[src/rtl/vga_pkg.sv]
// Shared VGA timing constants and coordinate type for the timing generator and the renderer.
// Default mode is 640x480@60 Hz from a 50 MHz system clock.
package vga_pkg;

    localparam int unsigned DEF_H_ACTIVE   = 640;
    localparam int unsigned DEF_H_FP       = 16;
    localparam int unsigned DEF_H_SYNC     = 96;
    localparam int unsigned DEF_H_BP       = 48;
    localparam int unsigned DEF_V_ACTIVE   = 480;
    localparam int unsigned DEF_V_FP       = 10;
    localparam int unsigned DEF_V_SYNC     = 2;
    localparam int unsigned DEF_V_BP       = 33;
    localparam int unsigned DEF_CLK_DIV    = 2;
    localparam int unsigned DEF_PIPE_DELAY = 1;

    localparam int unsigned H_TOTAL = DEF_H_ACTIVE + DEF_H_FP + DEF_H_SYNC + DEF_H_BP;
    localparam int unsigned V_TOTAL = DEF_V_ACTIVE + DEF_V_FP + DEF_V_SYNC + DEF_V_BP;

    localparam int unsigned COORD_W = 10;
    typedef logic [COORD_W-1:0] coord_t;

    // Inclusive window test used for the sync pulse decode.
    function automatic logic in_window(input coord_t v, input coord_t lo, input coord_t hi);
        return (v >= lo) && (v <= hi);
    endfunction

endpackage

[src/rtl/sync_delay.sv]
// Two-bit shift register that delays {hsync, vsync} by DEPTH pixel ticks so sync
// stays aligned with the renderer's colour pipeline. DEPTH=0 is a pure wire.
module sync_delay #(
    parameter int unsigned DEPTH = 1
) (
    input  logic       clk,
    input  logic       rst,
    input  logic       i_en,
    input  logic [1:0] i_d,
    output logic [1:0] o_q
);

    generate
        if (DEPTH == 0) begin : g_bypass
            logic w_unused;
            assign w_unused = ^{clk, rst, i_en};
            assign o_q      = i_d;
        end else begin : g_shift
            logic [1:0] r_sr [DEPTH];

            // NOTE: every stage is reset (to the inactive-high sync level) so no
            // spurious sync pulse leaks out of the line for DEPTH ticks after reset.
            always_ff @(posedge clk or negedge rst) begin
                if (!rst) begin
                    for (int i = 0; i < int'(DEPTH); i++) begin
                        r_sr[i] <= 2'b11;
                    end
                end else if (i_en) begin
                    r_sr[0] <= i_d;
                    for (int i = 1; i < int'(DEPTH); i++) begin
                        r_sr[i] <= r_sr[i-1];
                    end
                end
            end

            assign o_q = r_sr[DEPTH-1];
        end
    endgenerate

endmodule

[src/rtl/vga_timing.sv]
// VGA raster timing generator: pixel-rate enable, DAC clock, coordinates, delayed
// active-low syncs, line/frame strobes and a free-running frame counter.
module vga_timing
    import vga_pkg::*;
#(
    parameter int unsigned H_ACTIVE   = DEF_H_ACTIVE,
    parameter int unsigned H_FP       = DEF_H_FP,
    parameter int unsigned H_SYNC     = DEF_H_SYNC,
    parameter int unsigned H_BP       = DEF_H_BP,
    parameter int unsigned V_ACTIVE   = DEF_V_ACTIVE,
    parameter int unsigned V_FP       = DEF_V_FP,
    parameter int unsigned V_SYNC     = DEF_V_SYNC,
    parameter int unsigned V_BP       = DEF_V_BP,
    parameter int unsigned CLK_DIV    = DEF_CLK_DIV,
    parameter int unsigned PIPE_DELAY = DEF_PIPE_DELAY
) (
    input  logic        clk,
    input  logic        rst,
    output coord_t      pixelx,
    output coord_t      pixely,
    output logic        pix_en,
    output logic        vga_clk,
    output logic        hsync,
    output logic        vsync,
    output logic        active,
    output logic        line_start,
    output logic        frame_start,
    output logic [15:0] frame_count
);

    localparam int unsigned H_TOT = H_ACTIVE + H_FP + H_SYNC + H_BP;
    localparam int unsigned V_TOT = V_ACTIVE + V_FP + V_SYNC + V_BP;

    localparam coord_t X_LAST   = coord_t'(H_TOT - 1);
    localparam coord_t Y_LAST   = coord_t'(V_TOT - 1);
    localparam coord_t X_ACT    = coord_t'(H_ACTIVE);
    localparam coord_t Y_ACT    = coord_t'(V_ACTIVE);
    localparam coord_t HS_START = coord_t'(H_ACTIVE + H_FP);
    localparam coord_t HS_END   = coord_t'(H_ACTIVE + H_FP + H_SYNC - 1);
    localparam coord_t VS_START = coord_t'(V_ACTIVE + V_FP);
    localparam coord_t VS_END   = coord_t'(V_ACTIVE + V_FP + V_SYNC - 1);

    localparam int unsigned      DIV_W    = $clog2(CLK_DIV);
    localparam logic [DIV_W-1:0] DIV_LAST = DIV_W'(CLK_DIV - 1);
    localparam logic [DIV_W-1:0] DIV_HALF = DIV_W'(CLK_DIV / 2);
    localparam logic [DIV_W-1:0] DIV_ONE  = DIV_W'(1);

    logic [DIV_W-1:0] r_div;
    logic             r_vga_clk;
    coord_t           r_pixelx;
    coord_t           r_pixely;
    logic             r_line_start;
    logic             r_frame_start;
    logic [15:0]      r_frame_count;

    logic             w_pix_en;
    logic             w_x_wrap;
    logic             w_y_wrap;
    logic             w_hsync_raw;
    logic             w_vsync_raw;
    logic [1:0]       w_sync_q;

    assign w_pix_en = (r_div == DIV_LAST);
    assign w_x_wrap = w_pix_en && (r_pixelx == X_LAST);
    assign w_y_wrap = w_x_wrap && (r_pixely == Y_LAST);

    // vga_clk is taken from the current divider phase, so it lags div by one clk and
    // its rising edge lands mid-pixel rather than on the coordinate update.
    // NOTE: sequential state uses non-blocking assignments so every register samples
    // pre-edge values, regardless of statement order.
    always_ff @(posedge clk or negedge rst) begin
        if (!rst) begin
            r_div     <= '0;
            r_vga_clk <= 1'b1;
        end else begin
            r_vga_clk <= (r_div < DIV_HALF);
            r_div     <= w_pix_en ? '0 : r_div + DIV_ONE;
        end
    end

    always_ff @(posedge clk or negedge rst) begin
        if (!rst) begin
            r_pixelx      <= '0;
            r_pixely      <= '0;
            r_line_start  <= 1'b0;
            r_frame_start <= 1'b0;
            r_frame_count <= '0;
        end else begin
            if (w_pix_en) begin
                r_pixelx <= w_x_wrap ? '0 : r_pixelx + coord_t'(1);
            end
            if (w_x_wrap) begin
                r_pixely <= w_y_wrap ? '0 : r_pixely + coord_t'(1);
            end
            r_line_start  <= w_x_wrap;
            r_frame_start <= w_y_wrap;
            if (w_y_wrap) begin
                r_frame_count <= r_frame_count + 16'd1;
            end
        end
    end

    // NOTE: defaults first so no path through the block leaves a signal unassigned,
    // which would otherwise infer a latch.
    always_comb begin
        w_hsync_raw = 1'b1;
        w_vsync_raw = 1'b1;
        if (in_window(r_pixelx, HS_START, HS_END)) begin
            w_hsync_raw = 1'b0;
        end
        if (in_window(r_pixely, VS_START, VS_END)) begin
            w_vsync_raw = 1'b0;
        end
    end

    sync_delay #(
        .DEPTH (PIPE_DELAY)
    ) u_sync_delay (
        .clk  (clk),
        .rst  (rst),
        .i_en (w_pix_en),
        .i_d  ({w_hsync_raw, w_vsync_raw}),
        .o_q  (w_sync_q)
    );

    assign pixelx      = r_pixelx;
    assign pixely      = r_pixely;
    assign pix_en      = w_pix_en;
    assign vga_clk     = r_vga_clk;
    assign hsync       = w_sync_q[1];
    assign vsync       = w_sync_q[0];
    assign active      = (r_pixelx < X_ACT) && (r_pixely < Y_ACT);
    assign line_start  = r_line_start;
    assign frame_start = r_frame_start;
    assign frame_count = r_frame_count;

endmodule

[config.mk]
export PLATFORM = sky130hd
export DESIGN_NAME = vga_timing
export DESIGN_NICKNAME = d
export VERILOG_FILES = /design/src/rtl/vga_pkg.sv /design/src/rtl/sync_delay.sv /design/src/rtl/vga_timing.sv
export SDC_FILE = /design/constraint.sdc
export NUM_CORES = 1
export LEC_CHECK = 0
export CORE_MARGIN = 5
export CORE_UTILIZATION = 49
export CTS_CLUSTER_DIAMETER = 100
export DETAILED_ROUTE_END_ITERATION = 10
export GPL_ROUTABILITY_DRIVEN = 0
export HOLD_SLACK_MARGIN = 0.15
export PLACE_DENSITY = 0.79
export SETUP_SLACK_MARGIN = 0.02
export SLEW_MARGIN = 30
export SYNTH_ARGS = -nofsm -noshare
export SYNTH_HDL_FRONTEND = slang
export SYNTH_SLANG_ARGS = --single-unit
export TNS_END_PERCENT = 10
[constraint.sdc]
create_clock -name clk -period 2.8 [get_ports clk]
set_input_delay 0.84 -clock clk [delete_from_list [all_inputs] [get_ports clk]]
set_output_delay 0.84 -clock clk [all_outputs]
set_load 0.01 [all_outputs]
==> results of run 1 <==
## cells in the final DEF (no fill, tap or decap), types with 4 or more instances in the layout
cell type,netlist,routed
inv_1,9,9
nand4_1,10,10
clkbuf_8,0,6
ha_1,5,5
o21ai_0,12,12
nor2_1,12,12
xnor2_1,16,16
nor3_1,7,7
and3_1,4,4
xor2_1,9,9
nand3_1,8,8
dfrtp_1,39,39
clkdlybuf4s50_1,0,43
nand2_1,20,20
## power breakdown
| part | switching, mW | internal [mW] |
|---|---|---|
| logic | 0.0110 | 0.000932 |
| clock network | 0.205 | 0.198 |
| registers | 0 | 0.606 |
## cell families after synthesis
logic type	Yosys count
XOR/XNOR	25
AND/OR/NAND/NOR	74
flip-flops	42
adder cells (fa/ha/maj)	5
AO/OA/AOI/OAI	17
multiplexers	3
buffers and inverters	14
## cell type report
type | count | area [µm²] | area share (%)
Inverter | 10 | 37.54 | 1.487
Timing Repair Buffer | 46 | 452.9 | 17.95
Sequential cell | 42 | 1055 | 41.79
Tap cell | 48 | 60.06 | 2.380
Multi-Input combinational cell | 124 | 823.3 | 32.62
Clock buffer | 6 | 82.58 | 3.272
Clock inverter | 2 | 12.51 | 0.4958
## sequential cells by signal (all words and copies together) (netlist names)
register          cells
vga_clk               1
line_start            1
u_sync_delay.o_q      2
frame_start           1
frame_count          16
pix_en                1
pixely               10
pixelx               10
## worst max-delay path by stage
stage | from | end | slack (ns) | cells after the start
finish | pixely[7]$_DFFE_PN0N_ | active | 0.19 | 5
global route | pixely[7]$_DFFE_PN0N_ | active | 0.1 | 5
CTS | pixely[7]$_DFFE_PN0N_ | active | 0.18 | 5
detailed placement | pixelx[0]$_DFFE_PN0P_ | pixely[9]$_DFFE_PN0N_ | 0.38 | 7
global placement | pixelx[0]$_DFFE_PN0P_ | frame_count[15]$_DFFE_PN0N_ | 0.50 | 7
floorplan | pixelx[0]$_DFFE_PN0P_ | frame_count[14]$_DFFE_PN0N_ | 0.67 | 7
## metal layers
layer,global-route usage [%],vias up,wire (µm),share of wire [%]
met5,0,-,0,0
met4,5.943,0,51,1.3
met3,4.821,6,230,5.8
met2,25.75,43,1880,47
met1,21.43,709,1808,46
li1,-,721,-,-
## per-stage QoR
step	power (mW)	hold WS, ns	cell area (µm²)	setup slack, ns	utilization [%]
after floorplan	0.6183	0.4888	1943	0.6654	-
after global placement	0.6306	0.4628	2426	0.5001	64.81
after detailed placement	0.6304	0.4752	2426	0.3834	64.81
after CTS	1.030	0.4858	2521	0.1812	67.35
after global routing	1.054	0.5137	2524	0.09841	67.41
final	1.021	0.4815	2524	0.1864	67.41
## worst max-delay path, cell delays in order (launching register included)
cell	delay, ns
dfrtp_1	0.42
and3_1	0.21
nand2_1	0.12
nand2_1	0.06
nor2_1	0.11
clkdlybuf4s50_1	0.56
==> run summary, run 1 <==
Cells and area
• 29.88% — area growth from synthesis to layout
• 0 — antenna cells
• 236 — final net count
• 9.130% — fraction of final layout cells with drive strength greater than 1
• 315 — Fill cells
• 278 — final cell count without fillers

Routing
• 52 — drt first-iter violations
• 1479 — total via count in the routed design
• 4 — drt pass-1 iters
• 0 — post-detailed-route DRC marker count
• 14.28 µm — Routed WL per cell
• 3969 µm — WL final
• 5.320 — average via count per standard cell
• 0 — Detail Route Antenna Nets

Die
• 51.91% — starting density of the core
• 45 — I/O pin total
• 3744 µm² — area of the placeable core
• 22 — standard-cell rows
• 72.97 µm — chip height
• 72.97 µm — Die Wd
• 5325 µm² — full die area

Pwr
• 218.2 µV — VDD IR-drop max
• 404.8 nW/µm² — power per standard cell area
• 1.107 nW — Leak Pwr

Yosys
• 0 — EDFF count, synth
• simple AND/OR/NAND/NOR gates — combinational family with the most area after synthesis
• 100.0% — proportion of synthesized flip-flops having asynchronous set or reset
• 11.27% — Synth Area in XOR/XNOR
• 39 x dfrtp_1, 20 x nand2_1, 16 x xnor2_1 — list of most frequent post-synthesis cells
• 1943 µm² — Cell Area, Synth
• 3.220% — Post-Synth Adder-Cell Area
• 50.23% — post-synth top area share
• 20.86% — simple-gate area share of the yosys netlist
• 187 — Synthesized Nets
• 1.739% — post-synthesis mux area share
• 54.28% — share of synthesized area occupied by flip-flops and latches
• dfrtp_1 — biggest area consumer among synthesized cells
• 5.280% — compound-cell area share of the yosys netlist
• 32 — post-synth cell types
• 180 — Cells after Synth
• dfrtp_1 — most frequent cell after synthesis
• dfrtp_1 — prevailing post-synth register cell
• dfrtp_1 50%, xnor2_1 7.2%, dfstp_2 4.1%, xor2_1 4.1%, nand2_1 3.9% — top area cells in the synthesized netlist
• 10.80 µm² — synthesized area per cell
• 0 — count of synthesis-stage warnings from yosys
• 42 — number of synthesized register bits

STA
• 65.62% — Worst slew margin
• 0.5158 ns — slew at the pin closest to its max-slew limit
• 0.004073 ns — largest clock skew in the final design
• 0 — count of pins over their slew limit
• 0 ns — Setup Total Neg Slack
• 0.3826 GHz — FMAX
• 0 — Final Hold Viols
• 93.34% — part of the cycle the worst path needs
• no — setup repair after global routing missed its margin
• 2.614 ns — clock period minus worst slack
• 0 — Setup-failing EPs final

Clock tree
• 0 — post-cts repair resize count
• 0 — number of buffers inserted to repair setup after CTS
• 42 — Clock Sinks
• 0.08 ns — clk slew on worst S/H paths
• 0.29 ns — later-pin clock latency in the skew report
• 2 — depth of the CTS H-tree
• 0 — Hold Buf Count CTS
• 2 — buffer depth of the longest clock path
• clkbuf_8 — clock root buffer master
• yes — clock tree from TritonCTS
• 5 — cts bufs inserted

Worst hold path
• frame_count[15]$_DFFE_PN0N_ — Worst Hold Endpoint
• 1 — worst hold path stage count
• flop to flop — classification of the worst-slack hold path
• frame_count[15]$_DFFE_PN0N_ — launch instance of the worst min-delay path

Worst setup path
• primary output — capturing element type of the critical path
• flop to primary output — Setup Crit Path Kind
• 1.77 ns — Critical Path AT
• pixely[7]$_DFFE_PN0N_ — end of the worst register-to-register path
• pixelx[0]$_DFFE_PN0P_ — start of the worst register-to-register path
• 7 — depth of the worst register-to-register path
• flop — critical path launch point type
• 4 — maximum fanout along the worst path
• 1.96 ns — required time of the worst setup path
• 0.36 ns — reg2reg setup slack

Status
• complete, no violations — status

GRT
• 0 — remaining global-route overflow
• 16.37% — All-Layer GR Usage
• 1444 — number of global-route vias before repair
• 0 — initial antenna violation count
• 43 — largest net degree at the start of global routing
• 6748 µm — first-pass GRT wire length

Placement
• 2897 µm — placed wire-length estimate after detailed placement
• 270 — placed cell count
• 44 — count of buffers from port buffering

Run
• 0 — number of max-cap violations

No activity file was read; power rests on OpenSTA's default activity.
==> run 2, diff against run 1 <==
GPL_ROUTABILITY_DRIVEN = default   (was 0)
==> results of run 2 <==
Same layout as run 1: the final DEF is identical, and so are final timing and power.
==> run 3, diff against run 2 <==
GPL_ROUTABILITY_DRIVEN = 0   (was default)
clock period = 2.5 ns   (was 2.8 ns; I/O delays follow)
==> run 3 against run 2 <==
Sequential power is 12% higher. Total power is 11% higher. Flip-flop and latch count stayed put. Via count is 3.3% higher. Final cell count is 1.4% higher. Utilization is 0.94 points higher. Die area stayed put. Critical path type unchanged. Largest power group unchanged.
==> run summary, run 3 (synthesis gave the netlist of run 1 again) <==
Cells and area
• 240 — final net count, +1.7%
• 31.68% — area growth from synthesis to layout
• clkdlybuf4s50_1 — most common cell after layout, fill and taps aside
• 0 — antenna cells, unchanged
• 42 x clkdlybuf4s50_1, 39 x dfrtp_1, 20 x nand2_1 — most frequent cells in the layout
• 16 — number of flip-flops in the largest register, unchanged
• 68.35% — post-route core utilization, +0.94 points
• 2559 µm² — Layout Cell Area excl Fill, +1.4%
• 10.26% — fraction of final layout cells with drive strength greater than 1, +1.1 points

Routing
• 14.54 µm — Routed WL per cell, +1.8%
• 1528 — total via count in the routed design, +3.3%
• 5.418 — average via count per standard cell, +1.8%
• 78 — drt first-iter violations, +50%
• 0 — Detail Route Antenna Nets, unchanged
• 4100 µm — WL final, +3.3%
• 4 — drt pass-1 iters, unchanged
• 0 — post-detailed-route DRC marker count, unchanged

Die
• 72.97 µm — Die Wd, unchanged
• 51.91% — starting density of the core, unchanged
• 45 — I/O pin total, unchanged
• 72.97 µm — chip height, unchanged
• 22 — standard-cell rows, unchanged
• 5325 µm² — full die area, unchanged
• 3744 µm² — area of the placeable core, unchanged

GRT
• 0 — remaining global-route overflow, unchanged
• 0 — initial antenna violation count, unchanged
• 1535 — number of global-route vias before repair, +6.3%
• 25 — largest net degree at the start of global routing, -42%
• 17.72% — All-Layer GR Usage, +1.4 points
• 7279 µm — first-pass GRT wire length, +7.9%

Worst hold path
• input pin to asynchronous set/reset pin — classification of the worst-slack hold path

Worst setup path
• pixely[9]$_DFFE_PN0N_ — end of the worst register-to-register path
• flop to primary output — Setup Crit Path Kind
• pixelx[7]$_DFFE_PN0P_ — start of the worst register-to-register path
• 6 — depth of the worst register-to-register path, -1
• primary output — capturing element type of the critical path
• 1.75 ns — required time of the worst setup path, -0.21 ns
• flop — critical path launch point type
• 1.51 ns — Critical Path AT, -0.26 ns
• 0.24 ns — reg2reg setup slack, -0.12 ns
• 5 — maximum fanout along the worst path, +1

Pwr
• 442.8 nW/µm² — power per standard cell area, +9.4%
• 20.08% — Switching Fraction, -1.1 points
• 1.5% — proportion of power drawn by combinational gates, +0.3 points
• 38.5% — power share of the clock group, -1.0 points
• 0.9054 mW — Power Internal, +12%
• 1.130 nW — Leak Pwr, +2.0%
• 60.0% — sequential share of power, +0.7 points
• 0.2275 mW — power spent charging and discharging nets, +5.1%
• 1.133 mW — Overall Power, +11%
• 402.7 µV — VDD IR-drop max, +85%

Placement
• 3022 µm — placed wire-length estimate after detailed placement, +4.3%
• 44 — count of buffers from port buffering, unchanged
• 2469 µm² — area post-placement, +1.8%

Clock tree
• 0.08 ns — clk slew on worst S/H paths, about the same
• yes — clock tree from TritonCTS
• 2 — buffer depth of the longest clock path, unchanged
• 0 — number of buffers inserted to repair setup after CTS, unchanged
• clkbuf_8 — clock root buffer master
• 42 — Clock Sinks, unchanged
• 5 — cts bufs inserted, unchanged
• 0.29 ns — later-pin clock latency in the skew report, about the same
• 2 — depth of the CTS H-tree, unchanged

STA
• 0.4652 ns — slew at the pin closest to its max-slew limit, -0.05058 ns
• no — setup repair after global routing missed its margin
• 0 — Setup-failing EPs final, unchanged
• 0 ns — Setup Total Neg Slack, unchanged
• 0 — Final Hold Viols, unchanged
• 0.004419 ns — largest clock skew in the final design, +0.0003464 ns
• 2.264 ns — clock period minus worst slack
• 0.4418 GHz — FMAX
• 90.54% — part of the cycle the worst path needs
• 0 — count of pins over their slew limit, unchanged
• 68.99% — Worst slew margin, +3.4 points

Run
• 0 — number of max-cap violations, unchanged

Status
• complete, no violations — status

[run 3: power by group through the flow]
stage          Combinational (mW)  Clock, mW  Sequential, mW
6_report                   0.0173      0.436           0.679
3_5_place_dp               0.0185          0           0.692
2_1_floorplan         0.000000349          0           0.692
3_3_place_gp               0.0182          0           0.692
4_1_cts                    0.0184      0.453           0.679
5_1_grt                    0.0207      0.478           0.679
[run 3: critical path, cell delays in order (launching register included)]
cell           delay [ns]
dfrtp_1              0.43
and3_1               0.20
nand2_1              0.13
nand2_1              0.06
nor2_1               0.12
dlygate4sd2_1        0.29
[run 3: worst max path at each step]
stage                                startpoint                     endpoint  slack, ns  cells after the start
final                     pixely[6]$_DFFE_PN0N_                       active       0.24                      5
after global routing      pixelx[0]$_DFFE_PN0P_  frame_count[13]$_DFFE_PN0N_       0.03                      7
after CTS                 pixely[6]$_DFFE_PN0N_                       active       0.22                      5
after detailed placement  pixelx[0]$_DFFE_PN0P_  frame_count[14]$_DFFE_PN0N_       0.23                      6
after global placement    pixelx[7]$_DFFE_PN0P_  frame_count[14]$_DFFE_PN0N_       0.27                      5
after floorplan           pixelx[0]$_DFFE_PN0P_  frame_count[14]$_DFFE_PN0N_       0.37                      7
[run 3: cell type report]
cell class / instances / area [µm²]
Fill cell: 299 / 1185
Sequential cell: 42 / 1055
Multi-Input combinational cell: 124 / 823.3
Timing Repair Buffer: 50 / 491.7
Clock buffer: 7 / 86.33
Tap cell: 48 / 60.06
Inverter: 10 / 37.54
Clock inverter: 1 / 5.005
[run 3: metal layers]
metal	GRT usage [%]	wire length, µm	share of wire (%)
met1	23.78	1817	44
met2	28.06	1971	48
met3	5.510	273	6.7
met4	4.303	37	0.90
met5	0	0	0
[run 3: timing repair]
action                     CTS  global route
hold buffers                 0             0
resized for setup            1             0
setup endpoints to repair    1             0
[run 3: through the flow]
step / setup WS (ns) / hold slack (ns) / std cells
after floorplan: 0.3654 / 0.4544 / 180
after global placement: 0.2745 / 0.4625 / 274
after detailed placement: 0.2344 / 0.4617 / 274
after CTS: 0.2161 / 0.4006 / 282
after global routing: 0.03344 / 0.4154 / 282
final: 0.2364 / 0.4012 / 282
